[config.mk]
export PLATFORM = sky130hd
export DESIGN_NAME = serial_sub
export DESIGN_NICKNAME = d
export VERILOG_FILES = /design/src/rtl/serial_sub_pkg.sv /design/src/rtl/fa.sv /design/src/rtl/serial_sub.sv
export SDC_FILE = /design/constraint.sdc
export NUM_CORES = 1
export LEC_CHECK = 0
export ABC_CLOCK_PERIOD_IN_PS = 3200
export BUFFER_PORTS_ARGS = -buffer_cell sky130_fd_sc_hd__buf_2
export CAP_MARGIN = 25
export CORE_MARGIN = 2
export CORE_UTILIZATION = 38
export CTS_BUF_LIST = sky130_fd_sc_hd__clkbuf_4
export DETAILED_ROUTE_END_ITERATION = 16
export PLACE_DENSITY = 0.7
export SLEW_MARGIN = 20
export SYNTH_ARGS = -nofsm -noshare
export SYNTH_HDL_FRONTEND = slang
export SYNTH_HIERARCHICAL = 1
export SYNTH_SLANG_ARGS = --single-unit
[constraint.sdc]
create_clock -name clk -period 3.2 [get_ports clk]
set_clock_uncertainty 0.1 [all_clocks]
set_input_delay 0.64 -clock clk [delete_from_list [all_inputs] [get_ports clk]]
set_output_delay 0.64 -clock clk [all_outputs]
set_load 0.03 [all_outputs]
[src/rtl/serial_sub_pkg.sv]
// Shared definitions for the bit-serial subtractor: state encodings and default width.
package serial_sub_pkg;

  localparam int DEFAULT_WIDTH = 4;

  typedef enum logic [1:0] {
    S_IDLE  = 2'b00,
    S_SHIFT = 2'b01,
    S_DONE  = 2'b10
  } state_t;

endpackage

[src/rtl/fa.sv]
// One-bit full adder cell, used as the serial arithmetic bit slice.
module fa (
  input  logic a,
  input  logic b,
  input  logic cin,
  output logic s,
  output logic cout
);

  assign s    = a ^ b ^ cin;
  assign cout = (a & b) | (a & cin) | (b & cin);

endmodule

[src/rtl/serial_sub.sv]
// Bit-serial subtractor d = a - b, LSB first, one bit per clock (start/done handshake).
// Define SERIAL_SUB_OVF_EN to add the signed-overflow output ovf.
module serial_sub
  import serial_sub_pkg::*;
#(
  parameter int WIDTH = DEFAULT_WIDTH
) (
  input  logic             clk,
  input  logic             rst_n,
  input  logic             start,
  input  logic [WIDTH-1:0] a,
  input  logic [WIDTH-1:0] b,
  output logic             busy,
  output logic             done,
  output logic [WIDTH-1:0] d,
  output logic             bout
`ifdef SERIAL_SUB_OVF_EN
  ,
  output logic             ovf
`endif
);

  localparam int CW = $clog2(WIDTH);
  localparam logic [CW-1:0] LAST = CW'(WIDTH - 1);

  state_t state, state_next;
  logic   load, shift, last;

  logic [WIDTH-1:0] sa, sb;
  logic [CW-1:0]    count;
  logic             carry, diff, carry_next;

`ifdef SERIAL_SUB_OVF_EN
  logic a_msb, b_msb;
`endif

  always_ff @(posedge clk or negedge rst_n) begin
    if (!rst_n) state <= S_IDLE;
    else        state <= state_next;
  end

  // DONE accepts a new start just like IDLE, giving back-to-back operation.
  always_comb begin
    state_next = state;
    load       = 1'b0;
    shift      = 1'b0;
    last       = 1'b0;
    case (state)
      S_IDLE: begin
        if (start) begin
          load       = 1'b1;
          state_next = S_SHIFT;
        end
      end
      S_SHIFT: begin
        shift = 1'b1;
        if (count == LAST) begin
          last       = 1'b1;
          state_next = S_DONE;
        end
      end
      S_DONE: begin
        if (start) begin
          load       = 1'b1;
          state_next = S_SHIFT;
        end else begin
          state_next = S_IDLE;
        end
      end
      default: state_next = S_IDLE;
    endcase
    busy = (state == S_SHIFT);
    done = (state == S_DONE);
  end

  // Subtraction as a + ~b + 1: the initial carry of 1 supplies the +1.
  fa u_fa (
    .a    (sa[0]),
    .b    (~sb[0]),
    .cin  (carry),
    .s    (diff),
    .cout (carry_next)
  );

  always_ff @(posedge clk or negedge rst_n) begin
    if (!rst_n) begin
      sa    <= '0;
      sb    <= '0;
      d     <= '0;
      carry <= 1'b0;
      count <= '0;
      bout  <= 1'b0;
`ifdef SERIAL_SUB_OVF_EN
      a_msb <= 1'b0;
      b_msb <= 1'b0;
      ovf   <= 1'b0;
`endif
    end else if (load) begin
      sa    <= a;
      sb    <= b;
      carry <= 1'b1;
      count <= '0;
`ifdef SERIAL_SUB_OVF_EN
      a_msb <= a[WIDTH-1];
      b_msb <= b[WIDTH-1];
`endif
    end else if (shift) begin
      carry <= carry_next;
      d     <= {diff, d[WIDTH-1:1]};
      sa    <= {1'b0, sa[WIDTH-1:1]};
      sb    <= {1'b0, sb[WIDTH-1:1]};
      count <= count + 1'b1;
      // The final carry is "no borrow"; diff here becomes the result MSB.
      if (last) begin
        bout <= ~carry_next;
`ifdef SERIAL_SUB_OVF_EN
        ovf  <= (a_msb != b_msb) && (diff != a_msb);
`endif
      end
    end
  end

endmodule

---- Word-level counts from Yosys, hierarchy flattened ----
Cells that the tools add are included.
word-level totals
  input bits .............................. 11
  output and inout bits ................... 7
  flip-flop bits (word level) ............. 18
  logic and storage cells ................. 46
operators by class
  reduce and logical (&&, ||, !) cells .... 6
  bitwise gates (word level) .............. 10
  muxes and demuxes ....................... 17
  equality and inequality tests ........... 5
  add/subtract/negate cells ............... 1
operator list
  cell                                                             count
  4-bit two-way mux                                                4
  1-bit two-way mux                                                8
  2-bit two-way mux                                                4
  2-bit case mux with 3 select lines                               1
  2-bit == test, second input constant                             2
  2-bit AND reduction                                              2
  1-bit bitwise AND                                                3
  1-bit inverter                                                   3
  3-bit AND reduction                                              1
  2-bit by 1-bit adder with 2-bit output, second input constant    1
  2-bit by 1-bit == test with 1-bit output, second input constant  1
  2-bit logical NOT                                                1
  2-bit by 1-bit != test with 1-bit output, second input constant  1
  2-bit != test, second input constant                             1
  1-bit OR                                                         2
  2-bit nonzero test                                               1
  2-bit OR reduction                                               1
  1-bit bitwise XOR                                                2

---- Logic depth before layout (Yosys ltp) ----
Gate-level depths: netlist of the first run.
  depth after elaboration ................. 6
  gate-level depth with buffers ........... 4
  mapped depth without buffers ............ 4

---- Modules after synthesis ----
Netlist of the first run, hierarchy kept.
modules (own cells, without submodules)
  module      cells each  times used  area an instance (um2)
  serial_sub  70          1           895.9
  fa          1           1           20.0

---- Least setup slack after synthesis of the first run ----
OpenSTA, ideal clock, no wires.
  path type ............................... reg2out
  from .................................... register state[1]
  to ...................................... output done
  cell stages (with the launch flop) ...... 3
  path slack .............................. 1.421 ns
  data arrival time ....................... 1.039 ns
  cell sequence ........................... dfrtp_1 -> buf_6 -> nor2b_1
on the way
  cells in the longest elaborated chain, start to end .. 1
ends and longest elaborated chain
  element                   line              text
  start: declaration        serial_sub.sv:26  state_t state, state_next;
  start signal: assignment  serial_sub.sv:39  else state <= state_next;
  2-bit == test             serial_sub.sv:73  done = (state == S_DONE);
  end: declaration          serial_sub.sv:14  output logic done,
Every way passes these cells.

---- Worst setup path in the final report of the first run ----
  from .................................... register state[1]
  to ...................................... output busy
on the way
  cells in the longest elaborated chain, start to end .. 1
ends and longest elaborated chain
  element                                   line              text
  2-bit by 1-bit == test with 1-bit output  serial_sub.sv:72  busy = (state == S_SHIFT);
  end: declaration                          serial_sub.sv:13  output logic busy,
Every way passes these cells.

==> flow_summary.toml, run 1 <==
[floorplan]
die_w_um = 53.1
start_util = 0.406
ios = 18
dieArea_um2 = 2820
core_um2 = 2250
rows = 17
die_h_um = 53.1

[clocking]
numCtsBuffers = 3
clk_path_buf_depth = 2
clk_latency_ns = 0.29
clock-sinks = 18
cts_resized = 0
cts_tree = "done"
clk_transition_reported_paths_ns = 0.11
post_cts_buffers = 0
cts_root_buf = "clkbuf_4"
holdBufCountCts = 0
cts-htree-levels = 1

[global_routing]
grt_max_degree = 19
grt_pass1_wl_um = 2640
grt_pass1_vias = 580
grt-ovfl-total = 0
grt_antenna_before_repair = 0
gr-usage-all-layers = 0.130

[sta]
hold_viol = 0
min_period_ns = 2.25
maxSlewHeadroom = 0.610
tns_ns = 0
period_share = 0.704
clock.fmax_mhz = 444
setup_viol = 0
worst_pin_slew_ns = 0.585
slew_violations = 0
grt_setup_unrepaired = "false"

[critical_path]
cpPeakStageDelay_ns = 0.72
startpoint_type = "flip-flop"
cp_slowest_cell = "dfrtp_1"
crit_arrival_ns = 1.51
ff2ff_path_depth = 2
endpoint_kind = "output pin"
critPathKind = "reg -> out"
worstPathCellList = "nand2b_4 -> inv_2 -> buf_2"
critPathMaxFanout = 14
critPathRequiredTime_ns = 2.46
rrSetupSlack_ns = 1.65

[min_path]
hp-class = "in -> async"

[power_and_ir_drop]
power.static_leakage_nw = 0.517
vdd_drop_max_mv = 0.505
p_per_area_nw_per_um2 = 992

[synthesis]
yosys_warnings = 6
yosysTopAreaCellShare = 0.492
yosysTopAreaCell = "dfrtp_1"
synth_cell_types = 23
yosysSeqAreaShare = 0.492
syn-cell-area_um2 = 916
yosys-top-cells-area = "dfrtp_1 49%, mux2i_1 24%, mux2_2 4.9%"
synth-seq-cells = 18
syn-mean-instance-area_um2 = 12.9
syn_nets = 84
syn_inst = 71

[run_status]
status = "finished clean"

[layout]
insertedDiodeCount = 0
final_nets = 103
finalInstanceArea_um2 = 1040
layout-drive-gt1-share = 0.315
area_delta_synth_final_pct = 13.1

[detailed_routing]
wl_um = 1530
drtIter0Drc = 3
vias = 583
drt-wirelength-per-cell_um = 13.1
first_pass_iters = 2
drc = 0
postRouteAntennaNets = 0
viasPerCell = 4.98

[run]
drv_cap = 0

[placement]
port_buffers = 17
hpwlAfterDp_um = 1110
place.gp.congestion = 0.684
dpl_cell_area_um2 = 1010
worst max-delay path, delay by kind of cell (launching register included):
family | cells | cell delay [ns]
buffers and inverters | 2 | 0.22
DFF | 1 | 0.72
and+or+nand+nor | 1 | 0.28
cell usage in the layout, fill, tap and decap left out:
cell / n
buf_4: 1
a22o_1: 1
a21oi_1: 1
mux2i_1: 22
clkinv_1: 1
nor2_1: 1
mux2_2: 4
xnor2_1: 1
o22ai_1: 1
mux2_4: 1
a21o_1: 1
nand2b_4: 1
nor3b_1: 1
inv_2: 1
nand3b_1: 1
nor2b_1: 1
nor3_1: 1
buf_2: 17
o21ai_0: 2
clkbuf_4: 3
inv_1: 4
dfrtp_1: 18
nand3_1: 2
fa_1: 1
ha_1: 1
worst paths after layout:
check	from	to
hold / removal	rst_n	count[0]
min in group clk	d[0]	d[0]
setup / recovery	state[1]	busy
hold reg to reg	d[0]	d[0]
max in group asynchronous	rst_n	state[1]
setup reg to reg	state[1]	d[2]
through the flow:
step	instances	hold slack (ns)	total power (W)	worst slack (ns)	util
final	117	0.156	0.00103	0.949	0.459
after floorplan	71	0.244	0.000819	1.42	-
after CTS	117	0.166	0.00104	0.941	0.459
after detailed placement	113	0.407	0.000926	1.28	0.448
after global routing	117	0.177	0.00111	0.825	0.459
after global placement	113	0.389	0.000905	1.29	0.448
kinds of logic after synthesis:
kind of cell | Yosys count | synth area share
buffers and inverters | 9 | 0.0574
flip-flops | 18 | 0.492
XOR/XNOR | 1 | 0.00956
multiplexers | 27 | 0.306
adder cells (fa/ha/maj) | 2 | 0.0355
AND/OR/NAND/NOR | 8 | 0.0587
AO/OA/AOI/OAI | 6 | 0.0410
layout make-up:
class / count / area [um2]
Inverter: 5 / 18.8
Tap cell: 28 / 35.0
Sequential cell: 18 / 450
Clock buffer: 3 / 22.5
Timing Repair Buffer: 18 / 92.6
Clock inverter: 1 / 3.75
Multi-Input combinational cell: 44 / 413
Fill cell: 227 / 1220
per-layer routing:
metal	vias up	GRT usage	share of wire
li1	283	-	-
met1	281	0.160	0.46
met2	19	0.217	0.47
met3	0	0.0593	0.066
met4	0	0.0128	0
met5	-	0	0
cell usage after synthesis, drive strengths merged:
cell type	n
o22ai	1
nor3b	1
a21o	1
ha	1
nand3b	1
mux2	5
dfrtp	18
xnor2	1
nor2b	1
nand3	2
nor2	1
buf	4
o21ai	2
fa	1
nor3	1
inv	5
a22o	1
nand2b	1
a21oi	1
mux2i	22
state kept, by name, summed over array words and instances (netlist names):
register	cells
count	2
d	4
bout	1
state	2
sa	4
sb	4
carry	1
power by group:
part | switching [W] | internal [W]
logic | 0.000238 | 0.000236
clock network | 0.0000689 | 0.0000454
registers | 0.000107 | 0.000333
No activity file was read; power rests on OpenSTA's default activity.
==> run 2, diff against run 1 <==
Settings changed: ABC_CLOCK_PERIOD_IN_PS 3200 to 1850, PLACE_DENSITY 0.7 to 0.72.
Clock period 3.2 ns to 1.85 ns, I/O delays scaled along.
==> run 2 against run 1 <==
  * Die area unchanged
  * Clock-buffer cell count unchanged
  * Utilization increased by 0.78 points
  * Wire length shrank 4.1%
  * Global-route usage down 1.1 points
  * Sequential power up 65%
  * First-iteration DRC count decreased by 33%
  * Design area up 1.7%
  * Flip-flop and latch count stayed put
  * Largest power group unchanged
  * Highest routed layer is now met4
==> flow_summary.toml, run 2 (synthesized netlist as in run 1, its figures left out) <==
[global_routing]
grt_pass1_wl_um = 2480
grt_pass1_vias = 560
gr-usage-all-layers = 0.120
grt_antenna_before_repair = 0
grt-ovfl-total = 0
grt_max_degree = 19

[detailed_routing]
postRouteAntennaNets = 0
drc = 0
drtIter0Drc = 2
vias = 592
first_pass_iters = 4
viasPerCell = 4.97
drt-wirelength-per-cell_um = 12.3
wl_um = 1470

[power_and_ir_drop]
finalPower_w = 0.00178
power.static_leakage_nw = 0.527
p_per_area_nw_per_um2 = 1690
vdd_drop_max_mv = 1.03

[layout]
finalInstanceArea_um2 = 1050
fillerInstances = 228
final_cell_mix = "22 x mux2i_1, 18 x dfrtp_1, 17 x buf_2"
utilization = 0.467
final_nets = 105
reg_top3 = "d: 4 flops, sa: 4 flops, sb: 4 flops"
insertedDiodeCount = 0
layout_commonest_cell = "mux2i_1"
layout-drive-gt1-share = 0.319
area_delta_synth_final_pct = 15.0

[run_status]
status = "finished clean"

[clocking]
clk_latency_ns = 0.28
numCtsBuffers = 3
post_cts_buffers = 0
cts-htree-levels = 1
cts_root_buf = "clkbuf_4"
clk_transition_reported_paths_ns = 0.10
clock-sinks = 18
cts_resized = 0
clk_path_buf_depth = 2
holdBufCountCts = 1
cts_tree = "done"

[sta]
hold_viol = 0
clock.fmax_mhz = 588
worst_pin_slew_ns = 0.398
fin_ws_ns = 0.149
period_share = 0.919
maxSlewHeadroom = 0.735
min_period_ns = 1.70
tns_ns = 0
slew_violations = 0
grt_setup_unrepaired = "false"
setup_viol = 0

[floorplan]
dieArea_um2 = 2820
start_util = 0.406
ios = 18
rows = 17
die_w_um = 53.1
die_h_um = 53.1
core_um2 = 2250

[placement]
place.gp.congestion = 0.681
hpwlAfterDp_um = 1080
place_ws_ns = 0.455
port_buffers = 17
dpl_cell_area_um2 = 1020

[critical_path]
cpPeakStageDelay_ns = 0.48
startpoint_type = "flip-flop"
endpoint_kind = "output pin"
cp_slowest_cell = "dfrtp_1"
r2r-start = "sa[0]"
crit_arrival_ns = 1.23
critPathMaxFanout = 7
critPathKind = "reg -> out"
critPathRequiredTime_ns = 1.38
worstPathCellList = "nand2b_4 -> inv_2 -> buf_2"
worstSetupStartpoint = "state[1]"

[min_path]
hold_start = "a[3]"
hp-class = "in -> reg"

[run]
drv_cap = 0
[run 2: cell types whose count changed in the layout (fill, tap and decap cells not counted)]
cell and delta:
buf_4 +1, dlygate4sd3_1 +1
[run 2: worst max-delay path, delay by kind of cell, from the launching register on]
kind	cells	cell delay [ns]
flip-flops	1	0.48
AND/OR/NAND/NOR	1	0.21
buffers and inverters	2	0.26
[run 2: metrics by stage]
stage,instances,hold WS (ns)
after global placement,114,0.222
after detailed placement,114,0.220
after global routing,119,0.262
after floorplan,71,-0.0256
after CTS,119,0.262
final,119,0.270
[run 2: path summary, 6_finish.rpt]
check	slack (ns)	cells after the start	end
worst max-delay path	0.15	3	busy
worst min-delay path	0.27	3	sa[3]
worst max register to register	0.47	2	d[3]
worst min register to register	0.42	1	d[0]
max in group asynchronous	0.93	2	state[0]
min in group asynchronous	0.44	2	d[3]
[run 2: per-layer routing]
metal	part of all wire	up-vias	GRT usage
met2	0.45	16	0.185
met3	0.055	2	0.0282
met4	0.0054	0	0.0385
met1	0.49	285	0.165
met5	0	-	0
li1	-	289	-
[run 2: power breakdown]
part / switching, W / internal (W) / total, W
combinational: 0.000446 / 0.000413 / 0.000859
sequential: 0.000149 / 0.000577 / 0.000726
clock: 0.000114 / 0.0000781 / 0.000192
total: 0.000709 / 0.00107 / 0.00178
[run 2: area by class of cell]
type / count / area, um2 / area share
clock inverter: 1 / 3.75 / 0.00356
tap: 28 / 35.0 / 0.0333
clock buffer: 3 / 22.5 / 0.0214
timing repair buffer: 20 / 110 / 0.105
inverter: 5 / 18.8 / 0.0178
sequential: 18 / 450 / 0.428
multi-input combinational: 44 / 413 / 0.392
==> run 3, diff against run 2 <==
Settings changed: BUFFER_PORTS_ARGS -buffer_cell sky130_fd_sc_hd__buf_2 to -buffer_cell sky130_fd_sc_hd__buf_4, SYNTH_HIERARCHICAL 1 to not set.
==> run 3 against run 2 <==
  * Combinational power rose by 3.7%
  * First-iteration DRC count rose by 100%
  * Flip-flop and latch count did not move
  * Power rose by 3.0%
  * Largest power group unchanged
  * Via count rose by 3.9%
==> flow_summary.toml, run 3 <==
[clocking]
cts-htree-levels = 1
numCtsBuffers = 3
clk_path_buf_depth = 2
cts_tree = "done"
clock-sinks = 18
cts_root_buf = "clkbuf_4"
clk_latency_ns = 0.29
clk_transition_reported_paths_ns = 0.10

[global_routing]
grt_pass1_vias = 609
grt-ovfl-total = 0
grt_antenna_before_repair = 0
grt_pass1_wl_um = 2820
grt_max_degree = 19
gr-usage-all-layers = 0.146

[critical_path]
critPathRequiredTime_ns = 1.38
r2r-start = "count[0]"
worstPathCellList = "nand2b_4 -> inv_4 -> buf_4"
ff2ff_path_depth = 3
cpPeakStageDelay_ns = 0.50
crit_arrival_ns = 1.31
critPathKind = "reg -> out"
cp_num_buf_inv = 2
critPathMaxFanout = 11
startpoint_type = "flip-flop"
cp_top_family = "flip-flops"
cp_slowest_cell = "dfrtp_2"
endpoint_kind = "output pin"
reg2reg_to = "count[1]"
rrSetupSlack_ns = 0.46

[layout]
final_cell_mix = "18 x buf_4, 16 x dfrtp_1, 14 x nand2_1"
finalInstanceArea_um2 = 1040
instances_no_fill = 127
layout_commonest_cell = "buf_4"
area_delta_synth_final_pct = 19.2
fillerInstances = 216
final_nets = 114
layout-drive-gt1-share = 0.303
reg_top3 = "d: 4 flops, sa: 4 flops, sb: 4 flops"
insertedDiodeCount = 0

[synthesis]
yosys_warnings = 0
synth_edf_count = 0
yosysSeqAreaShare = 0.516
syn-cell-area_um2 = 873
yosys-top-cells-area = "dfrtp_1 52%, nand2_1 6.0%, mux2i_1 5.7%"
yosysTopAreaCell = "dfrtp_1"
syn-mean-instance-area_um2 = 10.8
synth_cell_types = 25
synth_common_cells = "18 x dfrtp_1, 14 x nand2_1, 5 x mux2i_1"
ys.flop_type = "dfrtp_1"
yosysTopAreaCellShare = 0.516
syn_inst = 81
synth-seq-cells = 18
async_flop_share = 1.00
syn_nets = 94
yosysMostFrequentCell = "dfrtp_1"

[min_path]
whs_path_depth = 2
hp-class = "in -> reg"
hold_start = "a[3]"
whs_endpoint = "sa[3]"

[run]
drv_cap = 0

[detailed_routing]
first_pass_iters = 2
vias = 615
postRouteAntennaNets = 0
drc = 0
viasPerCell = 4.84
drt-wirelength-per-cell_um = 12.8
wl_um = 1630
drtIter0Drc = 4

[placement]
placed_cells = 123
dpl_cell_area_um2 = 1010
place.gp.congestion = 0.743
place_ws_ns = 0.313
port_buffers = 17
hpwlAfterDp_um = 1240

[sta]
period_share = 0.964
setup_viol = 0
slew_violations = 0
grt_setup_unrepaired = "false"
maxSlewHeadroom = 0.844
worst_pin_slew_ns = 0.234
min_period_ns = 1.78
fin_ws_ns = 0.0673
hold_viol = 0
clock.fmax_mhz = 561
tns_ns = 0

[power_and_ir_drop]
vdd_drop_max_mv = 0.626
power.static_leakage_nw = 0.487
p_per_area_nw_per_um2 = 1760

[floorplan]
dieArea_um2 = 2700
die_w_um = 51.9
rows = 17
core_um2 = 2190
ios = 18
start_util = 0.399
die_h_um = 51.9

[run_status]
status = "finished clean"
==> run 3: stage by stage <==
stage	total power (W)	hold slack, ns	util
finish	0.00183	0.206	0.475
global route	0.00197	0.190	0.475
CTS	0.00186	0.193	0.475
detailed placement	0.00166	0.157	0.459
global placement	0.00162	0.148	0.459
floorplan	0.00142	-0.0256	-
==> run 3: worst max path at each step <==
stage,from,endpoint,cells after the start
after CTS,state[1],busy,3
after global routing,state[1],busy,3
after detailed placement,state[1],busy,3
final,state[1],busy,3
after global placement,state[1],busy,3
after floorplan,state[0],done,1
==> run 3: where the power goes <==
| group | internal [W] | switching (W) |
|---|---|---|
| Combinational | 0.000403 | 0.000488 |
| Clock | 0.0000756 | 0.000115 |
| Sequential | 0.000580 | 0.000169 |
| Total | 0.00106 | 0.000772 |
==> run 3: cells by family (layout without fill, tap and decap cells) <==
family | count (synthesis) | count (layout) | synth area share
adder cells (fa/ha/maj) | 2 | 2 | 0.0372
multiplexers | 6 | 6 | 0.0745
AND/OR/NAND/NOR | 32 | 32 | 0.185
buffers and inverters | 7 | 25 | 0.0587
flip-flops | 18 | 18 | 0.516
AO/OA/AOI/OAI | 16 | 16 | 0.129
==> run 3: routing by layer <==
metal	track usage	vias to the layer above	part of all wire
met2	0.224	11	0.48
met1	0.190	288	0.47
met3	0.0230	2	0.039
met5	0	-	0
li1	-	314	-
met4	0.0921	0	0.013
==> run 3: final cells by class <==
cell class	instances	area (um2)	area share
Clock buffer	3	22.5	0.0216
Inverter	3	13.8	0.0132
Multi-Input combinational cell	56	372	0.357
Sequential cell	18	453	0.435
Tap cell	28	35.0	0.0337
Timing Repair Buffer	19	145	0.139
==> run 3: what timing repair did <==
action,4_1_cts,5_1_grt
setup buffers,0,0
resized for setup,1,1
setup endpoints to repair,1,1
hold buffers,1,0
endpoints found under the hold margin,18,0
cloned,0,0
==> run 3: worst register-to-register path, cell delays in order, from the launching register on <==
cell and delay, ns:
dfrtp_1 0.41, ha_1 0.30, mux2_4 0.26, a22o_1 0.22
